`config.mk`:
```
export PLATFORM = sky130hd
export DESIGN_NAME = hilo_muldiv_sequencer
export DESIGN_NICKNAME = d
export VERILOG_FILES = /design/src/rtl/hilo_muldiv_sequencer.sv
export SDC_FILE = /design/constraint.sdc
export NUM_CORES = 1
export LEC_CHECK = 0
export ABC_CLOCK_PERIOD_IN_PS = 5300
export CORE_MARGIN = 2
export CORE_UTILIZATION = 57
export CTS_CLUSTER_SIZE = 25
export DETAILED_ROUTE_END_ITERATION = 12
export DONT_BUFFER_PORTS = 1
export HOLD_SLACK_MARGIN = 0.02
export PLACE_DENSITY = 0.75
export SYNTH_ARGS = -nofsm -noshare
export SYNTH_HDL_FRONTEND = slang
export SYNTH_SLANG_ARGS = --single-unit
```
`constraint.sdc`:
```
create_clock -name Clk -period 5.3 [get_ports Clk]
set_clock_uncertainty 0.2 [all_clocks]
set_input_delay 0.265 -clock Clk [delete_from_list [all_inputs] [get_ports Clk]]
set_output_delay 0.265 -clock Clk [all_outputs]
set_load 0.05 [all_outputs]
```
`src/rtl/hilo_muldiv_sequencer.sv`:
```
// HI/LO sequencer: iterative mult/multu/div/divu, one bit per cycle, with
// sign fix-up and pipeline stall generation for mfhi/mflo and back-to-back ops.
module hilo_muldiv_sequencer #(
    parameter int DATA_WIDTH = 32
) (
    input  logic                  Clk,
    input  logic                  Reset,
    input  logic                  Start,
    input  logic [1:0]            Op,
    input  logic [DATA_WIDTH-1:0] OperandA,
    input  logic [DATA_WIDTH-1:0] OperandB,
    input  logic                  HiLoRead,
    input  logic                  Flush,
    output logic                  Busy,
    output logic                  Stall,
    output logic                  Done,
    output logic                  DivByZero,
    output logic [DATA_WIDTH-1:0] HI,
    output logic [DATA_WIDTH-1:0] LO
);

    localparam int W  = DATA_WIDTH;
    localparam int CW = (W > 1) ? $clog2(W) : 1;
    localparam logic [CW-1:0] LAST = CW'(W - 1);

    typedef enum logic [1:0] {
        S_IDLE,
        S_RUN,
        S_FIX
    } state_t;

    state_t r_state;
    state_t w_next;
    logic   w_load;
    logic   w_commit;

    logic          r_is_div;
    logic          r_sign_a;
    logic          r_sign_b;
    logic          r_bzero;
    logic [W-1:0]  r_raw_a;
    logic [W-1:0]  r_shift;
    logic [W-1:0]  r_mag_b;
    logic [2*W-1:0] r_acc;
    logic [CW-1:0] r_count;
    logic [W-1:0]  r_hi;
    logic [W-1:0]  r_lo;
    logic          r_done;
    logic          r_dbz;

    logic          w_signed;
    logic          w_neg_a;
    logic          w_neg_b;
    logic [W-1:0]  w_mag_a;
    logic [W-1:0]  w_mag_b;

    logic [2*W-1:0] w_addend;
    logic [2*W-1:0] w_mul_acc;
    logic [W:0]     w_rem_sh;
    logic [W:0]     w_diff;
    logic [2*W-1:0] w_div_acc;

    logic [2*W-1:0] w_prod;
    logic [W-1:0]   w_quot;
    logic [W-1:0]   w_rem;
    logic [W-1:0]   w_res_hi;
    logic [W-1:0]   w_res_lo;

    // Operand capture: magnitudes for signed ops, raw values for unsigned ones
    assign w_signed = ~Op[0];
    assign w_neg_a  = w_signed & OperandA[W-1];
    assign w_neg_b  = w_signed & OperandB[W-1];
    assign w_mag_a  = w_neg_a ? -OperandA : OperandA;
    assign w_mag_b  = w_neg_b ? -OperandB : OperandB;

    always_ff @(posedge Clk) begin
        if (Reset) begin
            r_state <= S_IDLE;
        end else begin
            r_state <= w_next;
        end
    end

    always_comb begin
        w_next   = r_state;
        w_load   = 1'b0;
        w_commit = 1'b0;
        case (r_state)
            S_IDLE: begin
                if (Start && !Flush) begin
                    w_load = 1'b1;
                    w_next = S_RUN;
                end
            end
            S_RUN: begin
                if (Flush) begin
                    w_next = S_IDLE;
                end else if (r_count == '0) begin
                    w_next = S_FIX;
                end
            end
            S_FIX: begin
                w_next   = S_IDLE;
                w_commit = !Flush;
            end
            default: w_next = S_IDLE;
        endcase
    end

    // Multiply consumes multiplier bits MSB-first: acc = 2*acc + bit*mcand
    assign w_addend  = r_shift[W-1] ? {{W{1'b0}}, r_mag_b} : '0;
    assign w_mul_acc = {r_acc[2*W-2:0], 1'b0} + w_addend;

    // Restoring divide: remainder in acc upper half, quotient shifts into lower half
    assign w_rem_sh  = {r_acc[2*W-1:W], r_shift[W-1]};
    assign w_diff    = w_rem_sh - {1'b0, r_mag_b};
    assign w_div_acc = w_diff[W] ? {w_rem_sh[W-1:0], r_acc[W-2:0], 1'b0}
                                 : {w_diff[W-1:0],   r_acc[W-2:0], 1'b1};

    assign w_prod = (r_sign_a ^ r_sign_b) ? -r_acc : r_acc;
    assign w_quot = r_acc[W-1:0];
    assign w_rem  = r_acc[2*W-1:W];

    always_comb begin
        w_res_hi = w_prod[2*W-1:W];
        w_res_lo = w_prod[W-1:0];
        if (r_is_div) begin
            if (r_bzero) begin
                w_res_hi = r_raw_a;
                w_res_lo = '1;
            end else begin
                w_res_hi = r_sign_a ? -w_rem : w_rem;
                w_res_lo = (r_sign_a ^ r_sign_b) ? -w_quot : w_quot;
            end
        end
    end

    always_ff @(posedge Clk) begin
        if (Reset) begin
            r_is_div <= 1'b0;
            r_sign_a <= 1'b0;
            r_sign_b <= 1'b0;
            r_bzero  <= 1'b0;
            r_raw_a  <= '0;
            r_shift  <= '0;
            r_mag_b  <= '0;
            r_acc    <= '0;
            r_count  <= '0;
            r_hi     <= '0;
            r_lo     <= '0;
            r_done   <= 1'b0;
            r_dbz    <= 1'b0;
        end else begin
            r_done <= w_commit;
            r_dbz  <= w_commit & r_is_div & r_bzero;
            if (w_load) begin
                r_is_div <= Op[1];
                r_sign_a <= w_neg_a;
                r_sign_b <= w_neg_b;
                r_bzero  <= (OperandB == '0);
                r_raw_a  <= OperandA;
                r_shift  <= w_mag_a;
                r_mag_b  <= w_mag_b;
                r_acc    <= '0;
                r_count  <= LAST;
            end else if (r_state == S_RUN) begin
                r_acc   <= r_is_div ? w_div_acc : w_mul_acc;
                r_shift <= {r_shift[W-2:0], 1'b0};
                r_count <= r_count - CW'(1);
            end
            if (w_commit) begin
                r_hi <= w_res_hi;
                r_lo <= w_res_lo;
            end
        end
    end

    assign Busy      = (r_state != S_IDLE);
    assign Stall     = Busy & (Start | HiLoRead);
    assign Done      = r_done;
    assign DivByZero = r_dbz;
    assign HI        = r_hi;
    assign LO        = r_lo;

endmodule

```
; ---- Yosys cells after proc, flatten, opt, wreduce, memory -nomap -nowiden
; Cells that the tools add are included.
[word_totals]
ff_bits = 237
output_inout_bits = 68
elab_cells = 66
[classes]
n_addsub = 8
eq_ne = 4
mux = 23
n_bitwise = 8
reduce_logical = 9
[op_table]
columns = cell, count
row1 = 2-to-1 mux 32 bit, 11
row2 = 2-to-1 mux 64 bit, 3
row3 = negation 32 bit, 4
row4 = adder 64 x 32 -> 64 bit, 1
row5 = negation 64 bit, 1
row6 = subtractor 33 x 32 -> 33 bit, 1
row7 = zero test 32 bit, 1
row8 = 2-to-1 mux 5 bit, 2
row9 = 2-to-1 mux 2 bit, 3
row10 = AND 1 bit, 5
row11 = zero test 5 bit, 1
row12 = subtractor 5 x 1 -> 5 bit (second input constant), 1
row13 = case mux 2 bit (2 select lines), 1
row14 = nonzero test 2 bit, 2
row15 = 2-to-1 mux 1 bit, 3
row16 = inequality test 3 bit (second input constant), 1
row17 = == test 2 x 1 -> 1 bit (second input constant), 1
row18 = == test 2 bit (second input constant), 1
row19 = zero test 2 bit, 1
row20 = inequality test 2 bit (second input constant), 1
row21 = AND reduction 2 bit, 1
row22 = OR reduction 2 bit, 1
row23 = logical AND 1 bit, 1
row24 = zero test 1 bit, 1
row25 = other kinds (3), 3

; ---- Longest topological paths before layout
[depth]
word_depth = 5
depth_mapped = 16
mapped_depth_nobuf = 14

; ---- Worst setup path before layout
; Ideal clock, no wire load.
[synth_timing]
path_type = flip-flop to flip-flop
startpoint = register r_shift[31]
endpoint = register r_acc[44]
setup_time_ns = 0.128
t_arrival_ns = 3.485
required_ns = 4.972
slack_ns = 1.487
path_stages_with_launch = 16
period_less_slack_ns = 3.813
cell_sequence = dfxtp_1 -> inv_1 -> clkbuf_1 -> ha_1 -> inv_1 -> fa_1 -> a211oi_1 -> o21a_1 -> a211o_1 -> a21oi_1 -> or2_2 -> a311oi_2 -> buf_2 -> mux2_2 -> a222oi_1 -> nor2_1
[synth_via]
elab_chain_cells = 3
[synth_lines]
columns = item, line_no
row1 = from (decl), 42  ; logic [W-1:0] r_shift;
row2 = from (signal assigned), 162  ; r_shift <= w_mag_a;
row3 = from (signal assigned), 168  ; r_shift <= {r_shift[W-2:0], 1'b0};
row4 = 2-to-1 mux 32 bit / subtractor 33 x 32 -> 33 bit (equally long branches), "111, 116"
row5 = adder 64 x 32 -> 64 bit / 2-to-1 mux 64 bit (equally long branches), "112, 117"
row6 = 2-to-1 mux 64 bit *, 167  ; r_acc <= r_is_div ? w_div_acc : w_mul_acc;
row7 = to (signal assigned), 167
row8 = to (decl), 44  ; logic [2*W-1:0] r_acc;
; Mark *: on every way between the ends. The rest lies on a longest branch, timed or not.
; A chain may end at the register's enable or synchronous reset.

; ---- Final worst setup path
[layout_timing]
startpoint = register r_shift[31]
endpoint = register r_acc[48]
; The elaborated chain is that of the path after synthesis.

==> results.py <==
metrics = {
    "outcome": {
        "status": "completed",
    },
    "synthesis": {
        "synthFlopType": "dfxtp_1",
        "syn_nets": 2542,
        "ys_async_sr_fraction_pct": 0,
        "synth_edf_count": 0,
        "ys_types": 89,
        "ys_ff_latch": 237,
        "synth_top_area_share_pct": 26.8,
        "avgSynthCellArea_sq_um": 7.37,
        "synth-warning-count": 0,
        "syn_inst": 2398,
        "syn-cell-area_sq_um": 17700,
        "synth_area_leaders": "dfxtp_1 27%, nand2_1 6.6%, xnor2_1 5.8%, a21oi_1 5.7%, nor2_1 5.5%",
        "synth_area_leader_cell": "dfxtp_1",
        "synth_seq_area_share_pct": 26.8,
    },
    "die": {
        "die-area_sq_um": 32400,
        "die_height_um": 180,
        "rows": 64,
        "core_sq_um": 30600,
        "start_util_pct": 57.8,
        "die_w_um": 180,
        "io_pins": 139,
    },
    "routing": {
        "drc_errors": 0,
        "ant_nets": 0,
        "wl_mm": 62.6,
        "drtPass1Iterations": 6,
        "drtIter0Drc": 2015,
        "wl_per_cell_um": 22.4,
        "routed_via_density": 6.56,
        "via_count": 18300,
    },
    "critical_path": {
        "r2r_cells": 14,
        "worstPathRequired_ns": 5.53,
        "rr_startpoint": "r_shift[31]$_SDFFE_PP0P_",
        "reg2reg_slack_ns": 0.77,
        "crit_arrival_ns": 4.76,
        "cp_max_fo": 40,
        "endpoint": "r_acc[48]$_SDFFE_PP0P_",
        "path_class": "flop to flop",
        "cp-start-kind": "flop",
        "cp-startpoint": "r_shift[31]$_SDFFE_PP0P_",
        "r2r_end": "r_acc[48]$_SDFFE_PP0P_",
        "crit_path_end_kind": "flop",
    },
    "place": {
        "numPortBuffers": 0,
        "dp.final_hpwl_mm": 42.9,
        "gp_congestion": 1.02,
        "dp_worst_setup_slack_ns": 0.959,
        "place_inst": 2645,
    },
    "power_and_ir_drop": {
        "peakVddDrop_mv": 0.238,
        "total_leakage_power_nw": 7.15,
        "p_per_area_nw_per_um2": 256,
    },
    "cells_and_area": {
        "n_antenna_cell": 0,
        "area_delta_synth_final_pct": 11.6,
        "fill_cells": 2662,
        "finish.utilization_pct": 64.5,
        "stdcell_count": 2796,
        "nets": 2522,
        "drive_gt1_share_pct": 6.42,
    },
    "clock_network": {
        "clock-sinks": 237,
        "cts_tree": "built",
        "ctsResizeCount": 0,
        "clkTransAtPathRegs_ns": 0.07,
        "htreeDepth": 1,
        "clk_latency_ns": 0.58,
        "clockBufferDepth": 3,
        "cts-buffers-inserted": 28,
        "root_buffer": "clkbuf_16",
    },
    "timing": {
        "worst_slack_ns": 0.768,
        "rsz0062_at_grt": "no",
        "relSlewSlack_pct": 11.5,
        "setup-tns-final_ns": 0,
        "worstMarginPinSlew_ns": 1.31,
        "fin_crit_sh_pct": 85.5,
        "hold_viol": 0,
        "min_period_ns": 4.53,
        "finalSetupViolCount": 0,
        "slew_viol_final": 0,
        "timing.fmax_ghz": 0.221,
    },
    "hold_path": {
        "worstHoldPathType": "input port to flop",
    },
    "job": {
        "maxCapViolCount": 0,
    },
    "grt": {
        "antenna_found_initial": 0,
        "grt_max_degree": 168,
        "grt_use_total_pct": 37.1,
        "grt_pass1_wl_mm": 97.6,
        "grt-ovfl-total": 0,
        "grt_pass1_vias": 17100,
    },
}
==> critical path: stages (launching register included) <==
cell and delay, ns:
dfxtp_1 0.35, inv_1 0.32, ha_1 0.29, inv_1 0.07
fa_1 0.43, a211oi_1 0.28, o21a_1 0.27, a211o_1 0.23
a21oi_1 0.14, or2_2 0.36, a311oi_4 0.21, buf_4 0.51
mux2_2 0.41, a222oi_1 0.24, nor2_1 0.06
==> final cells by class <==
cell class	instances	area, sq um	share of cell area [%]
Multi-Input combinational cell	1906	12000	60.8
Tap cell	396	495	2.51
Clock inverter	17	165	0.837
Timing Repair Buffer	133	1280	6.47
Inverter	72	270	1.37
Sequential cell	237	4750	24.1
Clock buffer	35	767	3.89
==> repair_timing <==
item | 4_1_cts | 5_1_grt
hold endpoints to repair | 186 | 0
hold buffers | 99 | 0
endpoints found under the setup margin | 0 | 0
setup buffers | 0 | 0
==> registers in the layout (all words and copies together) (netlist names), 2 cells and up <==
signal and count:
HI 32, LO 32, r_acc 64, r_count 5, r_mag_b 32, r_raw_a 32, r_shift 32, r_state 2
==> layout by cell type (no fill, tap or decap), drive strengths merged, types with 7 or more instances in the layout <==
cell type	Yosys	final
buf	25	35
o41ai	16	16
xnor2	117	117
o31ai	26	26
o21a	14	14
a31oi	18	18
inv	72	73
o21bai	12	12
a2bb2oi	7	7
clkbuf	158	35
o21ai	156	156
a21oi	201	201
nand2	314	314
or3	29	29
or4	21	21
and3	25	25
nand2b	16	16
mux2	15	15
xor2	97	97
dfxtp	237	237
a211oi	76	76
and2	8	8
nand3	48	48
nor4	22	22
mux2i	35	35
clkinv	0	11
nor2	259	259
o211ai	40	40
ha	71	71
nor3b	8	8
a21o	19	19
a311oi	43	43
dlygate4sd3	0	98
nand4	16	16
nor3	55	55
or2	12	12
nor2b	16	16
==> how the worst min path moves through the flow <==
stage,startpoint,end,slack [ns],depth (start not counted)
floorplan,Flush,r_state[1]$_SDFFE_PP0P_,0.14,1
global placement,Flush,r_state[1]$_SDFFE_PP0P_,0.14,1
detailed placement,Flush,r_state[1]$_SDFFE_PP0P_,0.15,1
CTS,OperandB[5],r_mag_b[6]$_SDFFE_PP0P_,0.02,3
global route,OperandA[1],r_shift[1]$_SDFFE_PP0P_,0.07,5
finish,OperandA[1],r_shift[1]$_SDFFE_PP0P_,0.03,5
==> cells in the mapped netlist (all sizes together), types with 55 or more instances <==
cell type  number
dfxtp         237
nor2          259
clkbuf        158
xor2           97
a211oi         76
nor3           55
ha             71
nand2         314
xnor2         117
inv            72
o21ai         156
a21oi         201
==> layer usage <==
metal / vias up / part of all wire [%] / global-route usage [%]
met5: - / 0 / 0
met4: 0 / 3.8 / 12.6
met3: 171 / 11 / 9.30
met2: 970 / 43 / 57.3
met1: 8653 / 42 / 50.4
li1: 8543 / - / -
==> power breakdown <==
part	internal [W]	switching [W]	total (W)
Combinational	0.000432	0.000697	0.00113
Sequential	0.00185	0.0000958	0.00195
Clock	0.00113	0.000851	0.00198
==> stage by stage <==
| step | instance area [sq um] | total power [W] | hold WS, ns |
|---|---|---|---|
| after CTS | 19700 | 0.00501 | 0.0202 |
| final | 19700 | 0.00506 | 0.0298 |
| after global placement | 17800 | 0.00295 | 0.144 |
| after global routing | 19700 | 0.00523 | 0.0677 |
| after floorplan | 17700 | 0.00272 | 0.141 |
| after detailed placement | 17800 | 0.00296 | 0.146 |
==> kinds of logic (layout without fill, tap and decap cells) <==
family | count (synthesis) | after routing | share of synthesized area [%]
simple gates | 867 | 867 | 22.8
compound gates | 702 | 702 | 25.9
buf+inv | 255 | 257 | 5.57
flops | 237 | 237 | 26.8
xor+xnor | 214 | 214 | 10.6
fa+ha+maj | 73 | 73 | 5.25
mux | 50 | 50 | 2.96
No activity file was read; power rests on OpenSTA's default activity.
